## src/rtl/snn_pkg.sv

```systemverilog
// Shared types and constants for the SNN spike-rate readout stage.
package snn_pkg;

    typedef enum logic [1:0] {
        IDLE  = 2'd0,
        COUNT = 2'd1,
        DONE  = 2'd2
    } state_t;

    localparam logic [1:0] CLS_NONE = 2'b00;
    localparam logic [1:0] CLS_N1   = 2'b01;
    localparam logic [1:0] CLS_N2   = 2'b10;

    localparam int CNT_W_DEF = 5;

endpackage

```

## src/rtl/spike_counter.sv

```systemverilog
// Per-channel saturating spike counter for one observation window.
// With SPIKE_DECODER_TTFS_EN defined it also latches the window index of
// the first counted spike (time-to-first-spike).
// count_next is the value including the current sample, so the parent can
// register a final result on the last window edge without an extra cycle.
module spike_counter
    import snn_pkg::*;
#(
    parameter int CNT_W = CNT_W_DEF
`ifdef SPIKE_DECODER_TTFS_EN
    ,
    parameter int TS_W  = 4
`endif
) (
    input  logic             clk_i,
    input  logic             rst_n,
    input  logic             clear,
    input  logic             enable,
    input  logic             spike,
`ifdef SPIKE_DECODER_TTFS_EN
    input  logic [TS_W-1:0]  index,
    output logic [TS_W-1:0]  first_ts_next,
`endif
    output logic [CNT_W-1:0] count_next
);

    localparam logic [CNT_W-1:0] CNT_MAX = '1;

    logic [CNT_W-1:0] count;

    // next count: increment on a counted spike, hold at the maximum
    always_comb begin
        count_next = count;
        if (enable && spike && (count != CNT_MAX)) begin
            count_next = count + 1'b1;
        end
    end

    // count register, cleared at window start
    always_ff @(posedge clk_i or negedge rst_n) begin
        if (!rst_n) begin
            count <= '0;
        end else if (clear) begin
            count <= '0;
        end else begin
            count <= count_next;
        end
    end

`ifdef SPIKE_DECODER_TTFS_EN
    logic [TS_W-1:0] first_ts;

    // a zero count means no spike has been counted yet in this window
    always_comb begin
        first_ts_next = first_ts;
        if (enable && spike && (count == '0)) begin
            first_ts_next = index;
        end
    end

    // first-spike timestamp register, cleared at window start
    always_ff @(posedge clk_i or negedge rst_n) begin
        if (!rst_n) begin
            first_ts <= '0;
        end else if (clear) begin
            first_ts <= '0;
        end else begin
            first_ts <= first_ts_next;
        end
    end
`endif

endmodule

```

## src/rtl/spike_rate_decoder.sv

```systemverilog
// Spike-rate readout: counts spikes on two output-neuron channels over a
// WINDOW-cycle observation window, then presents a class decision and both
// counts through a valid/ready handshake.
// Optional macro SPIKE_DECODER_TTFS_EN: equal nonzero counts are resolved by
// the earlier first spike.
//
// state | meaning
// IDLE  | waiting for start_i; last result retained on the outputs
// COUNT | sampling spikes, one window index per edge
// DONE  | result valid, held until ready_i
module spike_rate_decoder
    import snn_pkg::*;
#(
    parameter int WINDOW = 16,
    parameter int CNT_W  = CNT_W_DEF,
    parameter int TS_W   = $clog2(WINDOW)
) (
    input  logic             clk_i,
    input  logic             rst_n,
    input  logic             start_i,
    input  logic             spike1_i,
    input  logic             spike2_i,
    output logic             busy_o,
    output logic             valid_o,
    input  logic             ready_i,
    output logic [1:0]       class_o,
    output logic [CNT_W-1:0] count1_o,
    output logic [CNT_W-1:0] count2_o
);

    state_t           state, state_next;
    logic [TS_W-1:0]  idx;
    logic             clear, enable, last;
    logic [CNT_W-1:0] c1_next, c2_next;
    logic [1:0]       cls_next;

    assign last = (idx == TS_W'(WINDOW - 1));

    // state register
    always_ff @(posedge clk_i or negedge rst_n) begin
        if (!rst_n) begin
            state <= IDLE;
        end else begin
            state <= state_next;
        end
    end

    // next-state logic; start_i only matters in IDLE
    always_comb begin
        state_next = state;
        unique case (state)
            IDLE:    if (start_i) state_next = COUNT;
            COUNT:   if (last)    state_next = DONE;
            DONE:    if (ready_i) state_next = IDLE;
            default: state_next = IDLE;
        endcase
    end

    // state-decoded outputs and counter controls
    always_comb begin
        busy_o  = (state != IDLE);
        valid_o = (state == DONE);
        clear   = (state == IDLE) && start_i;
        enable  = (state == COUNT);
    end

    // window index, holds at WINDOW-1 on the final edge
    always_ff @(posedge clk_i or negedge rst_n) begin
        if (!rst_n) begin
            idx <= '0;
        end else if (clear) begin
            idx <= '0;
        end else if (enable && !last) begin
            idx <= idx + 1'b1;
        end
    end

`ifdef SPIKE_DECODER_TTFS_EN
    logic [TS_W-1:0] ts1_next, ts2_next;
`endif

    spike_counter #(
        .CNT_W(CNT_W)
`ifdef SPIKE_DECODER_TTFS_EN
        ,
        .TS_W (TS_W)
`endif
    ) u_cnt1 (
        .clk_i        (clk_i),
        .rst_n        (rst_n),
        .clear        (clear),
        .enable       (enable),
        .spike        (spike1_i),
`ifdef SPIKE_DECODER_TTFS_EN
        .index        (idx),
        .first_ts_next(ts1_next),
`endif
        .count_next   (c1_next)
    );

    spike_counter #(
        .CNT_W(CNT_W)
`ifdef SPIKE_DECODER_TTFS_EN
        ,
        .TS_W (TS_W)
`endif
    ) u_cnt2 (
        .clk_i        (clk_i),
        .rst_n        (rst_n),
        .clear        (clear),
        .enable       (enable),
        .spike        (spike2_i),
`ifdef SPIKE_DECODER_TTFS_EN
        .index        (idx),
        .first_ts_next(ts2_next),
`endif
        .count_next   (c2_next)
    );

    // class decision from the counts including the final sample
    always_comb begin
        cls_next = CLS_NONE;
        if (c1_next > c2_next) begin
            cls_next = CLS_N1;
        end else if (c2_next > c1_next) begin
            cls_next = CLS_N2;
        end
`ifdef SPIKE_DECODER_TTFS_EN
        else if (c1_next != '0) begin
            if (ts1_next < ts2_next) begin
                cls_next = CLS_N1;
            end else if (ts2_next < ts1_next) begin
                cls_next = CLS_N2;
            end
        end
`endif
    end

    // result registers, loaded on the last window edge and held otherwise
    always_ff @(posedge clk_i or negedge rst_n) begin
        if (!rst_n) begin
            class_o  <= CLS_NONE;
            count1_o <= '0;
            count2_o <= '0;
        end else if (enable && last) begin
            class_o  <= cls_next;
            count1_o <= c1_next;
            count2_o <= c2_next;
        end
    end

endmodule
```

## config.mk

```make
export PLATFORM = sky130hd
export DESIGN_NAME = spike_rate_decoder
export DESIGN_NICKNAME = d
export VERILOG_FILES = /design/src/rtl/snn_pkg.sv /design/src/rtl/spike_counter.sv /design/src/rtl/spike_rate_decoder.sv
export SDC_FILE = /design/constraint.sdc
export NUM_CORES = 1
export LEC_CHECK = 0
export ABC_AREA = 1
export BUFFER_PORTS_ARGS = -buffer_cell sky130_fd_sc_hd__buf_2
export CORE_MARGIN = 4
export CORE_UTILIZATION = 40
export DETAILED_ROUTE_END_ITERATION = 6
export GPL_ROUTABILITY_DRIVEN = 0
export GPL_TIMING_DRIVEN = 1
export PLACE_DENSITY = 0.63
export SLEW_MARGIN = 10
export SYNTH_ARGS = -nofsm -noshare
export SYNTH_HDL_FRONTEND = slang
export SYNTH_SLANG_ARGS = --single-unit
```

## constraint.sdc

```tcl
create_clock -name clk_i -period 2.4 [get_ports clk_i]
set_input_delay 0.6 -clock clk_i [delete_from_list [all_inputs] [get_ports clk_i]]
set_output_delay 0.6 -clock clk_i [all_outputs]
set_load 0.005 [all_outputs]
```

==> results of run 1 <==
synthesized netlist by cell type:
cell type / number / area [um2]
nor2_4: 2 / 22.5
nand2_4: 3 / 33.8
nor2_1: 20 / 75.1
a21oi_1: 2 / 10.0
xor2_1: 2 / 17.5
xnor2_1: 2 / 17.5
nor2_8: 1 / 20.0
mux2i_1: 2 / 20.0
inv_1: 26 / 97.6
nor2_2: 4 / 25.0
inv_2: 2 / 7.51
or2_2: 1 / 6.26
ha_1: 8 / 100
nand3_1: 9 / 45.0
nand4_1: 2 / 12.5
nor3_1: 1 / 5.00
nand2_2: 7 / 43.8
nand3_2: 1 / 10.0
o21ai_0: 14 / 70.1
clkbuf_1: 3 / 11.3
o31ai_1: 1 / 7.51
nand2_1: 39 / 146
dfrtp_1: 28 / 701
per-stage QoR:
stage,utilization,instances,total power [mW]
finish,0.522,260,2.60
global route,0.522,260,2.86
detailed placement,0.463,250,2.01
global placement,0.463,250,2.00
CTS,0.482,254,2.39
floorplan,-,180,1.63
report_power, final:
group	internal, mW	switching, mW
sequential	0.691	0.154
clock	0.223	0.148
combinational	0.618	0.768
total	1.53	1.07
what timing repair did:
item | CTS | global route
setup buffers | 0 | 6
gates resized for setup | 1 | 26
setup endpoints to repair | 2 | 2
pin swaps | 0 | 14
hold endpoints to repair | 0 | 0
layer usage:
| layer | track usage | up-vias |
|---|---|---|
| met5 | 0 | - |
| met1 | 0.191 | 563 |
| met4 | 0.0456 | 0 |
| met2 | 0.180 | 18 |
| li1 | - | 620 |
| met3 | 0.0203 | 5 |
cell type report:
cell class / instances / area, um2
Timing Repair Buffer: 31 / 185
Tap cell: 48 / 60.1
Clock buffer: 3 / 41.3
Multi-Input combinational cell: 121 / 788
Inverter: 28 / 105
Fill cell: 345 / 1750
Clock inverter: 1 / 30.0
Sequential cell: 28 / 702
cell families (layout without fill, tap and decap cells):
logic type | count (synthesis) | count (layout) | synth area share
AND/OR/NAND/NOR | 90 | 90 | 0.296
buffers and inverters | 31 | 63 | 0.0773
flip-flops | 28 | 28 | 0.466
AO/OA/AOI/OAI | 17 | 17 | 0.0582
adder cells (fa/ha/maj) | 8 | 8 | 0.0665
XOR/XNOR | 4 | 4 | 0.0233
multiplexers | 2 | 2 | 0.0133
how the worst max path moves through the flow:
stage	start	to	slack, ps
final	u_cnt2.count[1]	class_o[1]	110
after CTS	u_cnt2.count[1]	class_o[1]	10
after global routing	u_cnt1.count[1]	class_o[1]	-60
after detailed placement	u_cnt2.count[0]	class_o[1]	-5
after global placement	u_cnt2.count[1]	class_o[1]	30
after floorplan	u_cnt2.count[0]	class_o[1]	100
worst max-delay path: stages, from the launching register on:
cell     delay, ps
dfrtp_1        390
ha_2           190
nand2_2         50
nor2_2         110
ha_2           180
inv_2           40
nand2_4         80
nor2_8          50
or2_4          250
o21ai_4         70
inv_2           60
ha_4           270
nand2_4         50
nor2_4         140
nand3_2         80
nand2_1         60
inv_1           40
nand2_1         40
nand2_1         40
cell usage in the layout, fill, tap and decap left out, types with 2 or more instances in the layout:
master    instances
nand3_2           3
dfrtp_1          27
nand4_1           2
nand3_1           7
ha_2              2
nand2_2           9
inv_2             5
xnor2_1           2
nand2_1          35
nor2_1           19
o21ai_0          12
inv_1            23
buf_4            12
ha_1              4
nor2_2            5
clkbuf_8          3
buf_2            19
nand2_4           5
a21oi_1           2
ha_4              2
nor2_4            2
registers in the layout, summed over array words and instances (netlist names):
register      cells
count1_o          5
count2_o          5
u_cnt1.count      5
u_cnt2.count      5
idx               4
class_o           2
state             2
==> results.json, run 1 <==
{
  "clock_path_buffers": 2,
  "postCtsHoldBufs": 0,
  "timing.rr.end": "class_o[1]",
  "worstMarginPinSlew_ps": 617,
  "nets": 227,
  "period_share": 0.954,
  "cts_buffers": 3,
  "antenna_found_initial": 0,
  "ys_ff_latch": 28,
  "drive_above_1_share": 0.354,
  "drtIter0Drc": 43,
  "grt_overflow_total": 0,
  "vias_per_cell": 4.64,
  "setup-tns-final_ps": 0,
  "drt_first_pass_iters": 4,
  "highest_layer": "met4",
  "path_max_fanout": 6,
  "syn-num-nets": 194,
  "die_w_um": 69.3,
  "ir_drop_v": 0.000586,
  "rrSetupSlack_ps": 110,
  "critPathRequiredTime_ps": 2580,
  "setup_ws_ps": 109,
  "met1_length_um": 1530,
  "area_delta_synth_final_pct": 27.0,
  "fin_hold_ws_ps": 325,
  "r2r-start": "u_cnt2.count[1]",
  "dpl_cell_area_um2": 1690,
  "critical_path.endpoint_type": "flip-flop",
  "hold_violations": 0,
  "detailroute.wirelength.met2_um": 1360,
  "grt_first_pass_wirelength_um": 5040,
  "cts-root-buf": "clkbuf_8",
  "power.leakage_nw": 0.983,
  "crit_type": "reg -> reg",
  "io_pins": 20,
  "htreeDepth": 1,
  "final_cell_area_um2": 1910,
  "hp-class": "in -> async",
  "drt-total-wl_um": 3030,
  "setup_viol": 0,
  "hpwlAfterDp_um": 2100,
  "yosysWarnings": 0,
  "grt_pass1_vias": 1066,
  "synth_cell_type_count": 23,
  "timing.max_cap.violations": 0,
  "clock.fmax_mhz": 437,
  "grt_max_degree": 29,
  "diodes": 0,
  "status": "complete, no violations",
  "finClkSkew_ps": 5.54,
  "rsz0062_at_grt": "true",
  "start_kind": "flip-flop",
  "place_worst_setup_slack_ps": -5.48,
  "fin_crit_ps": 2290,
  "syn-cell-area_um2": 1510,
  "port_buffers": 19,
  "start_util": 0.411,
  "drtAntennaViolNets": 0,
  "yosysSeqAreaShare": 0.466,
  "synth_area_per_cell_um2": 8.36,
  "syn-instance-count": 180,
  "wl_met3_um": 86,
  "cp.arrival_ps": 2470,
  "core_area_um2": 3660,
  "clock_latency_ps": 280,
  "wl_per_cell_um": 11.7,
  "reg2regPathDepth": 18,
  "drc": 0,
  "grt_usage": 0.126,
  "die_area_um2": 4810,
  "cts_num_sinks": 28,
  "rows": 22,
  "relSlewSlack": 0.588,
  "p_per_area_nw_per_um2": 1360,
  "path_clk_slew_ps": 100,
  "drv_slew": 0,
  "num_vias": 1206,
  "die_h_um": 69.3,
  "tritoncts": "done"
}
(Power assumes the default switching activity.)
==> inputs of run 2 (changes only) <==
--- a/config.mk
+++ b/config.mk
@@ -16,4 +16,5 @@
 export SLEW_MARGIN = 10
 export SYNTH_ARGS = -nofsm -noshare
 export SYNTH_HDL_FRONTEND = slang
+export SYNTH_HIERARCHICAL = 1
 export SYNTH_SLANG_ARGS = --single-unit
==> run 2 against run 1 <==
Compared with the run above: die area stayed put; critical endpoint unchanged; sequential power grew 2.7%; register-to-register slack is essentially flat; largest power group unchanged.
==> results.json, run 2 <==
{
  "final_cells": 279,
  "die_h_um": 69.3,
  "setup_viol": 0,
  "diodes": 0,
  "final_cell_mix": "74 x nand2_1, 31 x inv_1, 28 x dfrtp_1, 19 x buf_2, 14 x nor2_1",
  "syn-cell-area_um2": 1510,
  "timing.max_cap.violations": 0,
  "fin_hold_ws_ps": 332,
  "port_buffers": 19,
  "synth_area_per_cell_um2": 7.64,
  "hold_violations": 0,
  "wl_per_cell_um": 11.1,
  "crit_slowest_cell": "dfrtp_1",
  "r2r-start": "u_cnt2/count[1]",
  "syn-instance-count": 197,
  "drtIter0Drc": 67,
  "nets": 249,
  "async_flop_share": 1.00,
  "drt-total-wl_um": 3110,
  "io_pins": 20,
  "critical_path.endpoint_type": "flip-flop",
  "critPathRequiredTime_ps": 2570,
  "yosysWarnings": 6,
  "ys_ff_latch": 28,
  "synth_cell_type_count": 19,
  "relSlewSlack": 0.583,
  "die_area_um2": 4810,
  "crit_top_cell": "nand2_1",
  "clock_latency_ps": 270,
  "drc": 0,
  "drv_slew": 0,
  "cts_num_sinks": 28,
  "max_stage_delay_ps": 410,
  "finClkSkew_ps": 4.01,
  "hp-class": "in -> async",
  "num_vias": 1295,
  "fin_crit_ps": 2290,
  "fillers": 376,
  "power.leakage_nw": 1.02,
  "crit_type": "reg -> reg",
  "cts_buffers": 3,
  "rows": 22,
  "synth_flop_cell": "dfrtp_1",
  "grt_usage": 0.129,
  "synth-edff-count": 0,
  "p_per_area_nw_per_um2": 1380,
  "multi_input_area_um2": 739,
  "status": "complete, no violations",
  "crit_chain": "ha_2, inv_1, nor3_2, ha_2, nand3b_1, buf_4, o21ai_2, inv_1, ha_4, nand2_2, nor2_2, nand2_1, nand2_1, inv_1, nand2_1, nand2_1",
  "cp.arrival_ps": 2460,
  "grt_pass1_vias": 1173,
  "yosysSeqAreaShare": 0.466,
  "start_util": 0.411,
  "drt_first_pass_iters": 4,
  "postCtsHoldBufs": 0,
  "rsz0062_at_grt": "true",
  "ir_drop_v": 0.000535,
  "hpwlAfterDp_um": 2200,
  "area.sequential_um2": 701,
  "dp.cells": 268,
  "period_share": 0.953,
  "netlist_top_cells_area": "dfrtp_1 47%, nand2_1 19%, inv_1 8.5%, ha_1 8.3%, nor2_1 4.0%",
  "antenna_found_initial": 0,
  "tritoncts": "done",
  "die_w_um": 69.3,
  "syn-num-nets": 213,
  "grt_max_degree": 29,
  "clock_path_buffers": 2,
  "clock.fmax_mhz": 437,
  "drtAntennaViolNets": 0,
  "synth_common_cells": "75 x nand2_1, 34 x inv_1, 28 x dfrtp_1",
  "synth_top_cell_area_share": 0.466,
  "htreeDepth": 1,
  "vias_per_cell": 4.64,
  "core_area_um2": 3660,
  "yosysMostFrequentCell": "nand2_1",
  "timing.rr.end": "class_o[1]",
  "drive_above_1_share": 0.260,
  "rrSetupSlack_ps": 110,
  "worstMarginPinSlew_ps": 626,
  "layout_commonest_cell": "nand2_1",
  "cts-root-buf": "clkbuf_8",
  "finish.utilization": 0.510,
  "yosys.area.top_type": "dfrtp_1",
  "grt_first_pass_wirelength_um": 5060,
  "path_max_fanout": 3,
  "path_clk_slew_ps": 100,
  "grt_overflow_total": 0,
  "start_kind": "flip-flop",
  "area_delta_synth_final_pct": 24.1,
  "reg2regPathDepth": 16
}
==> run 2: cell count changes in the layout (fill, tap and decap cells not counted), sizes merged, moves of 2 or more <==
| cell | delta |
|---|---|
| nand3 | -5 |
| nand2 | +27 |
| a21oi | +4 |
| xnor2 | -2 |
| xor2 | -2 |
| mux2i | -2 |
| o21ai | -4 |
| nor2 | -10 |
| nand3b | +2 |
| ha | +2 |
| inv | +7 |
==> run 2: per-layer routing <==
| layer | wire length, um | vias to the layer above | part of all wire | GRT usage |
|---|---|---|---|---|
| li1 | - | 676 | - | - |
| met1 | 1500 | 590 | 0.48 | 0.181 |
| met2 | 1440 | 24 | 0.46 | 0.198 |
| met3 | 140 | 5 | 0.045 | 0.0246 |
| met4 | 37 | 0 | 0.012 | 0.0456 |
| met5 | 0 | - | 0 | 0 |
==> run 2: worst max path at each step <==
| stage | from | endpoint | cells after the start |
|---|---|---|---|
| 2_1_floorplan | u_cnt2/count[0] | class_o[1] | 15 |
| 3_3_place_gp | u_cnt2/count[0] | class_o[1] | 15 |
| 3_5_place_dp | u_cnt2/count[0] | class_o[1] | 15 |
| 4_1_cts | u_cnt2/count[0] | class_o[1] | 15 |
| 5_1_grt | u_cnt2/count[1] | class_o[1] | 17 |
| 6_report | u_cnt2/count[1] | class_o[1] | 16 |
==> run 2: per-stage QoR <==
stage,cell area (um2),power (mW),TNS (ps),setup slack [ps]
floorplan,1510,1.65,0,236
global placement,1690,2.03,0,21.4
detailed placement,1690,2.04,0,61.5
CTS,1730,2.31,0,38.1
global route,1870,2.88,-146,-90.5
finish,1870,2.58,0,113
==> run 2: power by group <==
part	internal, mW	switching [mW]
Clock	0.113	0.146
Combinational	0.645	0.811
Sequential	0.705	0.163
==> run 2: worst max-delay path: cells and delay by family, from the launching register on <==
family	cells	cell delay, ps
simple gates	8	600
fa+ha+maj	3	630
flops	1	410
buf+inv	4	400
compound gates	1	140
==> run 2: timing repair <==
item | 4_1_cts | 5_1_grt
endpoints found under the setup margin | 0 | 2
buffers inserted | 0 | 8
resized for setup | 0 | 23
==> run 2: cell type report <==
class,count,share of cell area
Clock buffer,3,0.0221
Multi-Input combinational cell,133,0.396
Sequential cell,28,0.375
Tap cell,48,0.0322
Inverter,35,0.0717
Timing Repair Buffer,32,0.103
==> run 2: cells by family after synthesis <==
logic type | count (synthesis) | synth area share
compound gates | 18 | 0.0673
fa+ha+maj | 10 | 0.0831
buf+inv | 36 | 0.0964
flops | 28 | 0.466
simple gates | 105 | 0.288
==> inputs of run 3 (changes only) <==
--- a/config.mk
+++ b/config.mk
@@ -7,6 +7,7 @@
 export LEC_CHECK = 0
 export ABC_AREA = 1
 export BUFFER_PORTS_ARGS = -buffer_cell sky130_fd_sc_hd__buf_2
+export CAP_MARGIN = 20
 export CORE_MARGIN = 4
 export CORE_UTILIZATION = 40
 export DETAILED_ROUTE_END_ITERATION = 6
==> constraint.sdc (replaced) <==
create_clock -name clk_i -period 2.4 [get_ports clk_i]
set_input_delay 0.12 -clock clk_i [delete_from_list [all_inputs] [get_ports clk_i]]
set_output_delay 0.12 -clock clk_i [all_outputs]
set_load 0.005 [all_outputs]
==> run 3 against run 2 <==
Compared with the run above: die area stayed put; critical path depth stayed put; routed wire length is 0.19% higher; non-clock buffer count is 1 higher; count of clock-buffer cells in the layout stayed put; global-route usage is 0.092 points higher; hold slack worse by 330 ps; highest routed layer unchanged; combinational power hardly changed; first-iteration DRC count is 4.5% higher; worst setup slack stayed put; utilization is 0.27 points higher; sequential share of layout area is 0.20 points lower.
==> results.json, run 3 (same netlist as run 2, synthesis figures left out) <==
{
  "worstPathBufferInverterCount": 4,
  "nets": 250,
  "finalPower_mw": 2.58,
  "crit_top_cell": "nand2_1",
  "setup_ws_ps": 113,
  "cts_num_sinks": 28,
  "drive_above_1_share": 0.259,
  "worstMarginPinSlew_ps": 628,
  "r2r-start": "u_cnt2/count[1]",
  "drtAntennaViolNets": 0,
  "area_delta_synth_final_pct": 24.8,
  "die_area_um2": 4810,
  "max_stage_delay_ps": 410,
  "finClkSkew_ps": 4.01,
  "power.leakage_nw": 1.03,
  "grt_pass1_vias": 1178,
  "drtIter0Drc": 70,
  "p_int_mw": 1.46,
  "die_w_um": 69.3,
  "crit_chain": "ha_2, inv_1, nor3_2, ha_2, nand3b_1, buf_4, o21ai_2, inv_1, ha_4, nand2_2, nor2_2, nand2_1, nand2_1, inv_1, nand2_1, nand2_1",
  "path_max_fanout": 3,
  "combinationalPowerShare": 0.564,
  "endpoint": "class_o[1]",
  "crit_slowest_cell": "dfrtp_1",
  "drv_slew": 0,
  "fin_crit_ps": 2290,
  "p_per_area_nw_per_um2": 1380,
  "timing.max_cap.violations": 0,
  "clock_path_buffers": 2,
  "switchingPower_mw": 1.12,
  "path_clk_slew_ps": 100,
  "drt_first_pass_iters": 4,
  "setup_viol": 0,
  "num_vias": 1299,
  "die_h_um": 69.3,
  "swShare": 0.434,
  "grt_first_pass_wirelength_um": 5100,
  "hold_violations": 0,
  "htreeDepth": 1,
  "met1_length_um": 1500,
  "place_worst_setup_slack_ps": 61.5,
  "antenna_found_initial": 0,
  "tritoncts": "done",
  "hpwlAfterDp_um": 2200,
  "highest_layer": "met4",
  "critical_path.endpoint_type": "flip-flop",
  "hp-class": "in -> reg",
  "grt_usage": 0.130,
  "drt-total-wl_um": 3120,
  "setup-tns-final_ps": 0,
  "vias_per_cell": 4.64,
  "rows": 22,
  "status": "complete, no violations",
  "clock_latency_ps": 270,
  "rsz0062_at_grt": "true",
  "start_util": 0.411,
  "relSlewSlack": 0.582,
  "drc": 0,
  "detailroute.wirelength.met2_um": 1440,
  "crit_start": "u_cnt2/count[1]",
  "clock.fmax_mhz": 437,
  "port_buffers": 19,
  "cts_buffers": 3,
  "period_share": 0.953,
  "finish.utilization": 0.513,
  "cp.arrival_ps": 2460,
  "cts-root-buf": "clkbuf_8",
  "wl_met3_um": 137,
  "timing.rr.end": "class_o[1]",
  "core_area_um2": 3660,
  "rrSetupSlack_ps": 110,
  "cp.depth": 16,
  "diodes": 0,
  "final_cell_mix": "74 x nand2_1, 31 x inv_1, 28 x dfrtp_1, 19 x buf_2, 14 x nor2_1",
  "wl_per_cell_um": 11.1,
  "start_kind": "flip-flop",
  "p_clk_frac": 0.100,
  "crit_type": "reg -> reg",
  "ir_drop_v": 0.000535,
  "critPathRequiredTime_ps": 2570,
  "pwr-share-seq": 0.336,
  "layout_commonest_cell": "nand2_1",
  "grt_max_degree": 29,
  "grt_overflow_total": 0,
  "reg2regPathDepth": 16,
  "io_pins": 20,
  "critPathTopFamily": "adder cells"
}
run 3: cell types whose count changed in the layout (fill, tap and decap cells not counted), sizes merged:
cell / delta
dlygate4sd3: +1
run 3: power by group through the flow:
stage / sequential [mW] / clock, mW / combinational [mW]
finish: 0.868 / 0.259 / 1.46
global route: 0.910 / 0.279 / 1.69
CTS: 0.871 / 0.264 / 1.17
detailed placement: 0.879 / 0 / 1.17
global placement: 0.877 / 0 / 1.15
floorplan: 0.864 / 0 / 0.788
run 3: metrics by stage:
step / area (um2) / hold slack, ps / std cells
after global routing: 1880 / 3.28 / 280
after CTS: 1740 / 0.330 / 272
after global placement: 1690 / 179 / 268
final: 1880 / 1.62 / 280
after floorplan: 1510 / -176 / 197
after detailed placement: 1690 / 181 / 268
run 3: metal layers:
metal | track usage | vias up
met5 | 0 | -
met4 | 0.0456 | 0
met3 | 0.0232 | 5
met2 | 0.200 | 24
met1 | 0.182 | 592
li1 | - | 678
run 3: what timing repair did:
| action | 4_1_cts | 5_1_grt |
|---|---|---|
| endpoints found under the setup margin | 0 | 2 |
| buffers inserted | 0 | 8 |
| hold buffers | 1 | 0 |
| gates resized for setup | 0 | 23 |
| endpoints found under the hold margin | 28 | 0 |
run 3: final cells by class:
type / instances / area [um2]
Clock buffer: 3 / 41.3
Multi-Input combinational cell: 133 / 739
Sequential cell: 28 / 701
Fill cell: 375 / 1780
Tap cell: 48 / 60.1
Inverter: 35 / 134
Timing Repair Buffer: 33 / 203
run 3: worst register-to-register path, cell delays in order (launching register included):
cell and delay, ps:
dfrtp_1 410, ha_2 180, inv_1 90, nor3_2 50, ha_2 160, nand3b_1 200
buf_4 170, o21ai_2 140, inv_1 110, ha_4 290, nand2_2 50, nor2_2 100
nand2_1 60, nand2_1 50, inv_1 30, nand2_1 50, nand2_1 40
run 3: worst min-delay path by stage:
| stage | startpoint | to | slack, ps | cells past startpoint |
|---|---|---|---|---|
| 3_5_place_dp | rst_n | u_cnt1/count[3] | 180 | 1 |
| 3_3_place_gp | rst_n | u_cnt1/count[3] | 180 | 1 |
| 5_1_grt | ready_i | state[1] | 3 | 2 |
| 6_report | ready_i | state[1] | 2 | 2 |
| 2_1_floorplan | rst_n | class_o[0] | -180 | 0 |
| 4_1_cts | ready_i | state[1] | 0.3 | 2 |
